--- src/rtl/blocpu_seq_core.sv ---
// blocpu_seq_core: multi-cycle accumulator core for the 8-opcode ISA.
// Each instruction runs FETCH -> DECODE -> EXECUTE. Output bytes stall in
// OUT_WAIT until the consumer accepts them. Instructions come from an
// external ROM whose data is valid the cycle after imem_addr is issued.
// The data RAM is internal and keeps its contents across reset.
module blocpu_seq_core #(
  parameter int                   CPU_WIDTH         = 8,
  parameter int                   INSTRUCTION_WIDTH = CPU_WIDTH + 4,
  parameter int                   RAM_DEPTH         = 1 << CPU_WIDTH,
  parameter logic [CPU_WIDTH-1:0] SEL_EXIT          = CPU_WIDTH'('h14),
  parameter logic [CPU_WIDTH-1:0] SEL_HALT          = CPU_WIDTH'('h13)
) (
  input  logic                         clock,
  input  logic                         reset,
  input  logic                         start,
  output logic [CPU_WIDTH-1:0]         imem_addr,
  input  logic [INSTRUCTION_WIDTH-1:0] imem_data,
  output logic                         out_valid,
  output logic [CPU_WIDTH-1:0]         out_data,
  input  logic                         out_ready,
  output logic                         running,
  output logic                         halted,
  output logic [CPU_WIDTH-1:0]         exit_code
);

  localparam int AW = (RAM_DEPTH > 1) ? $clog2(RAM_DEPTH) : 1;

  localparam logic [2:0] OP_LOAD   = 3'd0;
  localparam logic [2:0] OP_JUMP   = 3'd1;
  localparam logic [2:0] OP_IF     = 3'd2;
  localparam logic [2:0] OP_STORE  = 3'd3;
  localparam logic [2:0] OP_ADD    = 3'd4;
  localparam logic [2:0] OP_SUB    = 3'd5;
  localparam logic [2:0] OP_EXT    = 3'd6;
  localparam logic [2:0] OP_SELECT = 3'd7;

  typedef enum logic [2:0] {
    S_IDLE,
    S_FETCH,
    S_DECODE,
    S_EXECUTE,
    S_OUT_WAIT,
    S_HALTED
  } state_t;

  state_t state_reg;
  state_t state_next;

  logic [CPU_WIDTH-1:0]         ip_reg;
  logic [CPU_WIDTH-1:0]         acc_reg;
  logic                         ext_sel_reg;
  logic [CPU_WIDTH-1:0]         imem_addr_reg;
  logic                         out_valid_reg;
  logic [CPU_WIDTH-1:0]         out_data_reg;
  logic [CPU_WIDTH-1:0]         exit_code_reg;
  logic [INSTRUCTION_WIDTH-1:0] instr_reg;
  logic [CPU_WIDTH-1:0]         ram_rdata_reg;

  logic [CPU_WIDTH-1:0] ram_mem [RAM_DEPTH];

  // Data RAM addresses wrap modulo the RAM depth (plain truncation for powers of two).
  function automatic logic [AW-1:0] ram_idx(input logic [CPU_WIDTH-1:0] a);
    return AW'(32'(a) % 32'(RAM_DEPTH));
  endfunction

  // Fields of the instruction latched in DECODE, used during EXECUTE.
  logic [2:0]           opcode;
  logic                 imm_flag;
  logic [CPU_WIDTH-1:0] arg;
  logic [CPU_WIDTH-1:0] operand;
  logic [CPU_WIDTH-1:0] ip_plus1;
  logic [CPU_WIDTH-1:0] ip_plus2;
  logic                 sel_halt;

  assign opcode   = instr_reg[INSTRUCTION_WIDTH-1 -: 3];
  assign imm_flag = instr_reg[INSTRUCTION_WIDTH-4];
  assign arg      = instr_reg[CPU_WIDTH-1:0];
  assign operand  = imm_flag ? arg : ram_rdata_reg;
  assign ip_plus1 = ip_reg + CPU_WIDTH'(1);
  assign ip_plus2 = ip_reg + CPU_WIDTH'(2);
  assign sel_halt = (opcode == OP_SELECT) && (arg == SEL_HALT);

  // Fields of the ROM word as it arrives in DECODE; they steer the RAM read.
  logic                 dec_imm;
  logic [CPU_WIDTH-1:0] dec_arg;

  assign dec_imm = imem_data[INSTRUCTION_WIDTH-4];
  assign dec_arg = imem_data[CPU_WIDTH-1:0];

  // RAM strobes. The write is masked by reset so that a reset landing on a
  // STORE in EXECUTE does not commit it.
  logic ram_we;
  logic ram_re;

  assign ram_we = !reset && (state_reg == S_EXECUTE) && (opcode == OP_STORE);
  assign ram_re = (state_reg == S_DECODE) && !dec_imm;

  // State register.
  always_ff @(posedge clock) begin
    if (reset) begin
      state_reg <= S_IDLE;
    end else begin
      state_reg <= state_next;
    end
  end

  // Next-state logic. start only matters in IDLE and HALTED.
  always_comb begin
    state_next = state_reg;
    case (state_reg)
      S_IDLE, S_HALTED: begin
        if (start) state_next = S_FETCH;
      end
      S_FETCH:  state_next = S_DECODE;
      S_DECODE: state_next = S_EXECUTE;
      S_EXECUTE: begin
        state_next = S_FETCH;
        if (opcode == OP_EXT) begin
          state_next = ext_sel_reg ? S_HALTED : S_OUT_WAIT;
        end else if (sel_halt) begin
          state_next = S_HALTED;
        end
      end
      S_OUT_WAIT: begin
        if (out_ready) state_next = S_FETCH;
      end
      default: state_next = S_IDLE;
    endcase
  end

  // Architectural registers, instruction latch and output channel.
  always_ff @(posedge clock) begin
    if (reset) begin
      ip_reg        <= '0;
      acc_reg       <= '0;
      ext_sel_reg   <= 1'b0;
      imem_addr_reg <= '0;
      out_valid_reg <= 1'b0;
      out_data_reg  <= '0;
      exit_code_reg <= '0;
      instr_reg     <= '0;
    end else begin
      case (state_reg)
        S_IDLE, S_HALTED: begin
          if (start) begin
            ip_reg        <= '0;
            acc_reg       <= '0;
            ext_sel_reg   <= 1'b0;
            exit_code_reg <= '0;
          end
        end
        S_FETCH: begin
          imem_addr_reg <= ip_reg;
        end
        S_DECODE: begin
          instr_reg <= imem_data;
        end
        S_EXECUTE: begin
          case (opcode)
            OP_LOAD: begin
              acc_reg <= operand;
              ip_reg  <= ip_plus1;
            end
            OP_JUMP: begin
              ip_reg <= operand;
            end
            OP_IF: begin
              ip_reg <= (operand == acc_reg) ? ip_plus2 : ip_plus1;
            end
            OP_STORE: begin
              ip_reg <= ip_plus1;
            end
            OP_ADD: begin
              acc_reg <= acc_reg + operand;
              ip_reg  <= ip_plus1;
            end
            OP_SUB: begin
              acc_reg <= acc_reg - operand;
              ip_reg  <= ip_plus1;
            end
            OP_EXT: begin
              if (ext_sel_reg) begin
                exit_code_reg <= operand;
              end else begin
                out_data_reg  <= operand;
                out_valid_reg <= 1'b1;
                ip_reg        <= ip_plus1;
              end
            end
            OP_SELECT: begin
              if (sel_halt) begin
                exit_code_reg <= '0;
              end else begin
                if (arg == SEL_EXIT) begin
                  ext_sel_reg <= 1'b1;
                end else if (arg == '0) begin
                  ext_sel_reg <= 1'b0;
                end
                ip_reg <= ip_plus1;
              end
            end
          endcase
        end
        S_OUT_WAIT: begin
          // out_data is left untouched here so it stays stable while valid.
          if (out_ready) out_valid_reg <= 1'b0;
        end
        default: begin
        end
      endcase
    end
  end

  // Data RAM: one write port for STORE, registered read for memory operands.
  always_ff @(posedge clock) begin
    if (ram_we) ram_mem[ram_idx(operand)] <= acc_reg;
    if (ram_re) ram_rdata_reg <= ram_mem[ram_idx(dec_arg)];
  end

  assign imem_addr = imem_addr_reg;
  assign out_valid = out_valid_reg;
  assign out_data  = out_data_reg;
  assign exit_code = exit_code_reg;
  assign running   = (state_reg == S_FETCH) || (state_reg == S_DECODE) ||
                     (state_reg == S_EXECUTE) || (state_reg == S_OUT_WAIT);
  assign halted    = (state_reg == S_HALTED);

endmodule

--- config.mk ---
export PLATFORM = sky130hd
export DESIGN_NAME = blocpu_seq_core
export DESIGN_NICKNAME = d
export VERILOG_FILES = /design/src/rtl/blocpu_seq_core.sv
export SDC_FILE = /design/constraint.sdc
export NUM_CORES = 2
export LEC_CHECK = 0
export CAP_MARGIN = 20
export CORE_ASPECT_RATIO = 0.75
export CORE_MARGIN = 4
export CORE_UTILIZATION = 60
export DETAILED_ROUTE_END_ITERATION = 10
export PLACE_DENSITY = 0.76
export SLEW_MARGIN = 20
export SYNTH_ARGS = -nofsm -noshare
export SYNTH_HDL_FRONTEND = slang
export SYNTH_SLANG_ARGS = --single-unit
--- constraint.sdc ---
create_clock -name clock -period 7.9 [get_ports clock]
set_input_delay 1.58 -clock clock [delete_from_list [all_inputs] [get_ports clock]]
set_output_delay 1.58 -clock clock [all_outputs]
set_load 0.03 [all_outputs]
==> flow_metrics.env <==
export IMPL_status="complete, no violations"
export IMPL_dp_hpwl_um=113000
export IMPL_vdd_drop_max_uv=214
export IMPL_fin_skew_ns=0.0402
export IMPL_synth_edf_count=2056
export IMPL_synth_top_area_cell="edfxtp_1"
export IMPL_worst_pin_slew_ns=1.19
export IMPL_synth_seq_cells=2113
export IMPL_min_period_ns=4.86
export IMPL_setup_slack_ns=3.04
export IMPL_routed_wirelength_um=195000
export IMPL_synth_top_area_share_pct=74.5
export IMPL_slew_headroom_pct=20.4
export IMPL_holdBufCountCts=0
export IMPL_syn_area_mm2=0.0828
export IMPL_highest_layer="met5"
export IMPL_core_rowCount=117
export IMPL_crit_top_cell="nor2_1"
export IMPL_synthTopCellsByCount="2056 x edfxtp_1, 526 x mux4_2, 332 x nor2_1"
export IMPL_area_growth_pct=9.83
export IMPL_finalNonFillerCells=6070
export IMPL_critical_path_class="reg2reg"
export IMPL_drtAntennaViolNets=0
export IMPL_cp_max_fo=16
export IMPL_ctsResizeCount=0
export IMPL_dieWidth_um=437
export IMPL_route_met3_wl_um=25000
export IMPL_rsz0062_at_grt="no"
export IMPL_placed_cell_area_mm2=0.0850
export IMPL_portBuffers=42
export IMPL_vias=41700
export IMPL_dpl_cell_count=5725
export IMPL_power_density_mw_per_mm2=242
export IMPL_first_pass_iters=5
export IMPL_met1Wirelength_um=76800
export IMPL_fp_dieH_um=330
export IMPL_first_iter_violations=6649
export IMPL_cts_tree="done"
export IMPL_grt_pass1_vias=40600
export IMPL_async_reset_ff_share_pct=0
export IMPL_crit_chain="mux2i_1 -> inv_1 -> nor2_1 -> nand2_1 -> nor2_1"
export IMPL_num_fill_cells=8472
export IMPL_start_util_pct=60.7
export IMPL_yosysMostFrequentCell="edfxtp_1"
export IMPL_core_mm2=0.136
export IMPL_cts_root_buf="clkbuf_16"
export IMPL_worst_path_largest_cell_delay_ns=1.02
export IMPL_cp_arrival_ns=5.26
export IMPL_syn_num_nets=4047
export IMPL_synthTopCellsByArea="edfxtp_1 75%, mux4_2 14%, mux2i_1 1.8%"
export IMPL_power_leakage_nw=30.9
export IMPL_post_cts_setup_buffers=0
export IMPL_setup_viol=0
export IMPL_boundaryPins=43
export IMPL_wl_met2_um=88300
export IMPL_hold_viol_final=0
export IMPL_fmax_ghz=0.206
export IMPL_final_cell_area_mm2=0.0910
export IMPL_clockBufferDepth=3
export IMPL_finalPower_mw=22.0
export IMPL_start_kind="flop"
export IMPL_layout_drive_gt1_share_pct=21.6
export IMPL_period_share_pct=61.6
export IMPL_hold_slack_ns=0.450
export IMPL_hp_class="reg2reg"
export IMPL_avgSynthCellArea_um2=20.7
export IMPL_end_kind="flop"
export IMPL_grt_max_degree=124
export IMPL_largest_reg_flops=2048
export IMPL_wl_per_cell_um=32.2
export IMPL_grt_pass1_wl_um=286000
export IMPL_cts_buffers=185
export IMPL_cap_violations=0
export IMPL_htreeDepth=4
export IMPL_clock_sinks=2113
export IMPL_maxSlewViolCount=0
export IMPL_drc=0
export IMPL_yosys_warnings=0
export IMPL_antenna_found_initial=2
export IMPL_netlist_instances=4010
export IMPL_yosysSeqAreaShare_pct=75.9
export IMPL_grt_ovfl_total=0
export IMPL_dieArea_mm2=0.144
export IMPL_synth_ff_type="edfxtp_1"
export IMPL_finish_utilization_pct=66.7
export IMPL_critical_path_slowest_cell="nor2_1"
export IMPL_crit_required_ns=8.30
export IMPL_clkLatencyLatePin_ns=0.81
export IMPL_synth_cell_types=60
export IMPL_path_clk_slew_ns=0.07
export IMPL_grtUsageTotal_pct=27.4
export IMPL_tns_ns=0
export IMPL_drt_vias_per_instance=6.86
export IMPL_dp_slack_ns=2.21
export IMPL_gp_congestion=0.866
export IMPL_nets=4110
-- layout by cell type (no fill, tap or decap), types with 49 or more instances in the layout --
cell,n
edfxtp_1,2056
mux4_2,526
nor2_1,328
clkbuf_16,191
mux2i_1,148
nand2_1,106
o22ai_1,66
a21oi_1,60
buf_4,57
a211oi_1,50
dfxtp_1,49
-- critical path, delay by kind of cell, from the launching register on --
| family | cells | cell delay, ns |
|---|---|---|
| multiplexers | 1 | 0.92 |
| flip-flops | 1 | 0.68 |
| buffers and inverters | 1 | 0.38 |
| AND/OR/NAND/NOR | 3 | 2.47 |
-- where the power goes --
| group | switching (mW) | total, mW | internal [mW] |
|---|---|---|---|
| Combinational | 0.579 | 0.937 | 0.357 |
| Sequential | 0.0312 | 12.2 | 12.2 |
| Clock | 3.98 | 8.90 | 4.92 |
-- layout make-up --
type / instances / area (um2) / area share, %
Antenna cell: 4 / 10.0 / 0.0110
Clock buffer: 229 / 4930 / 5.42
Clock inverter: 107 / 938 / 1.03
Inverter: 24 / 90.1 / 0.0990
Multi-Input combinational cell: 1635 / 18600 / 20.5
Sequential cell: 2113 / 62900 / 69.1
Tap cell: 1844 / 2310 / 2.54
Timing Repair Buffer: 114 / 1150 / 1.27
-- path summary, 6_finish.rpt --
path                            cells after the start              to  slack [ns]         start
worst min register to register                      2    exit_code[6]        0.45  exit_code[6]
worst max-delay path                                5  ram_mem[32][5]        3.04  instr_reg[8]
worst max register to register                      5  ram_mem[32][5]        3.04  instr_reg[8]
worst min-delay path                                2    exit_code[6]        0.45  exit_code[6]
-- layer usage --
layer | track usage [%] | up-vias
li1 | - | 16700
met1 | 42.4 | 21600
met2 | 39.7 | 2966
met3 | 6.81 | 361
met4 | 7.83 | 2
met5 | 0 | -
-- cell families after synthesis --
family | count (synthesis) | share of synthesized area, %
adders and majority gates | 21 | 0.335
xor gates and xnor gates | 11 | 0.116
AOI/OAI and AO/OA | 328 | 2.67
DFF | 2113 | 75.9
muxes | 690 | 16.3
buffers and inverters | 262 | 1.65
and+or+nand+nor | 585 | 3.01
(Power assumes the default switching activity.)
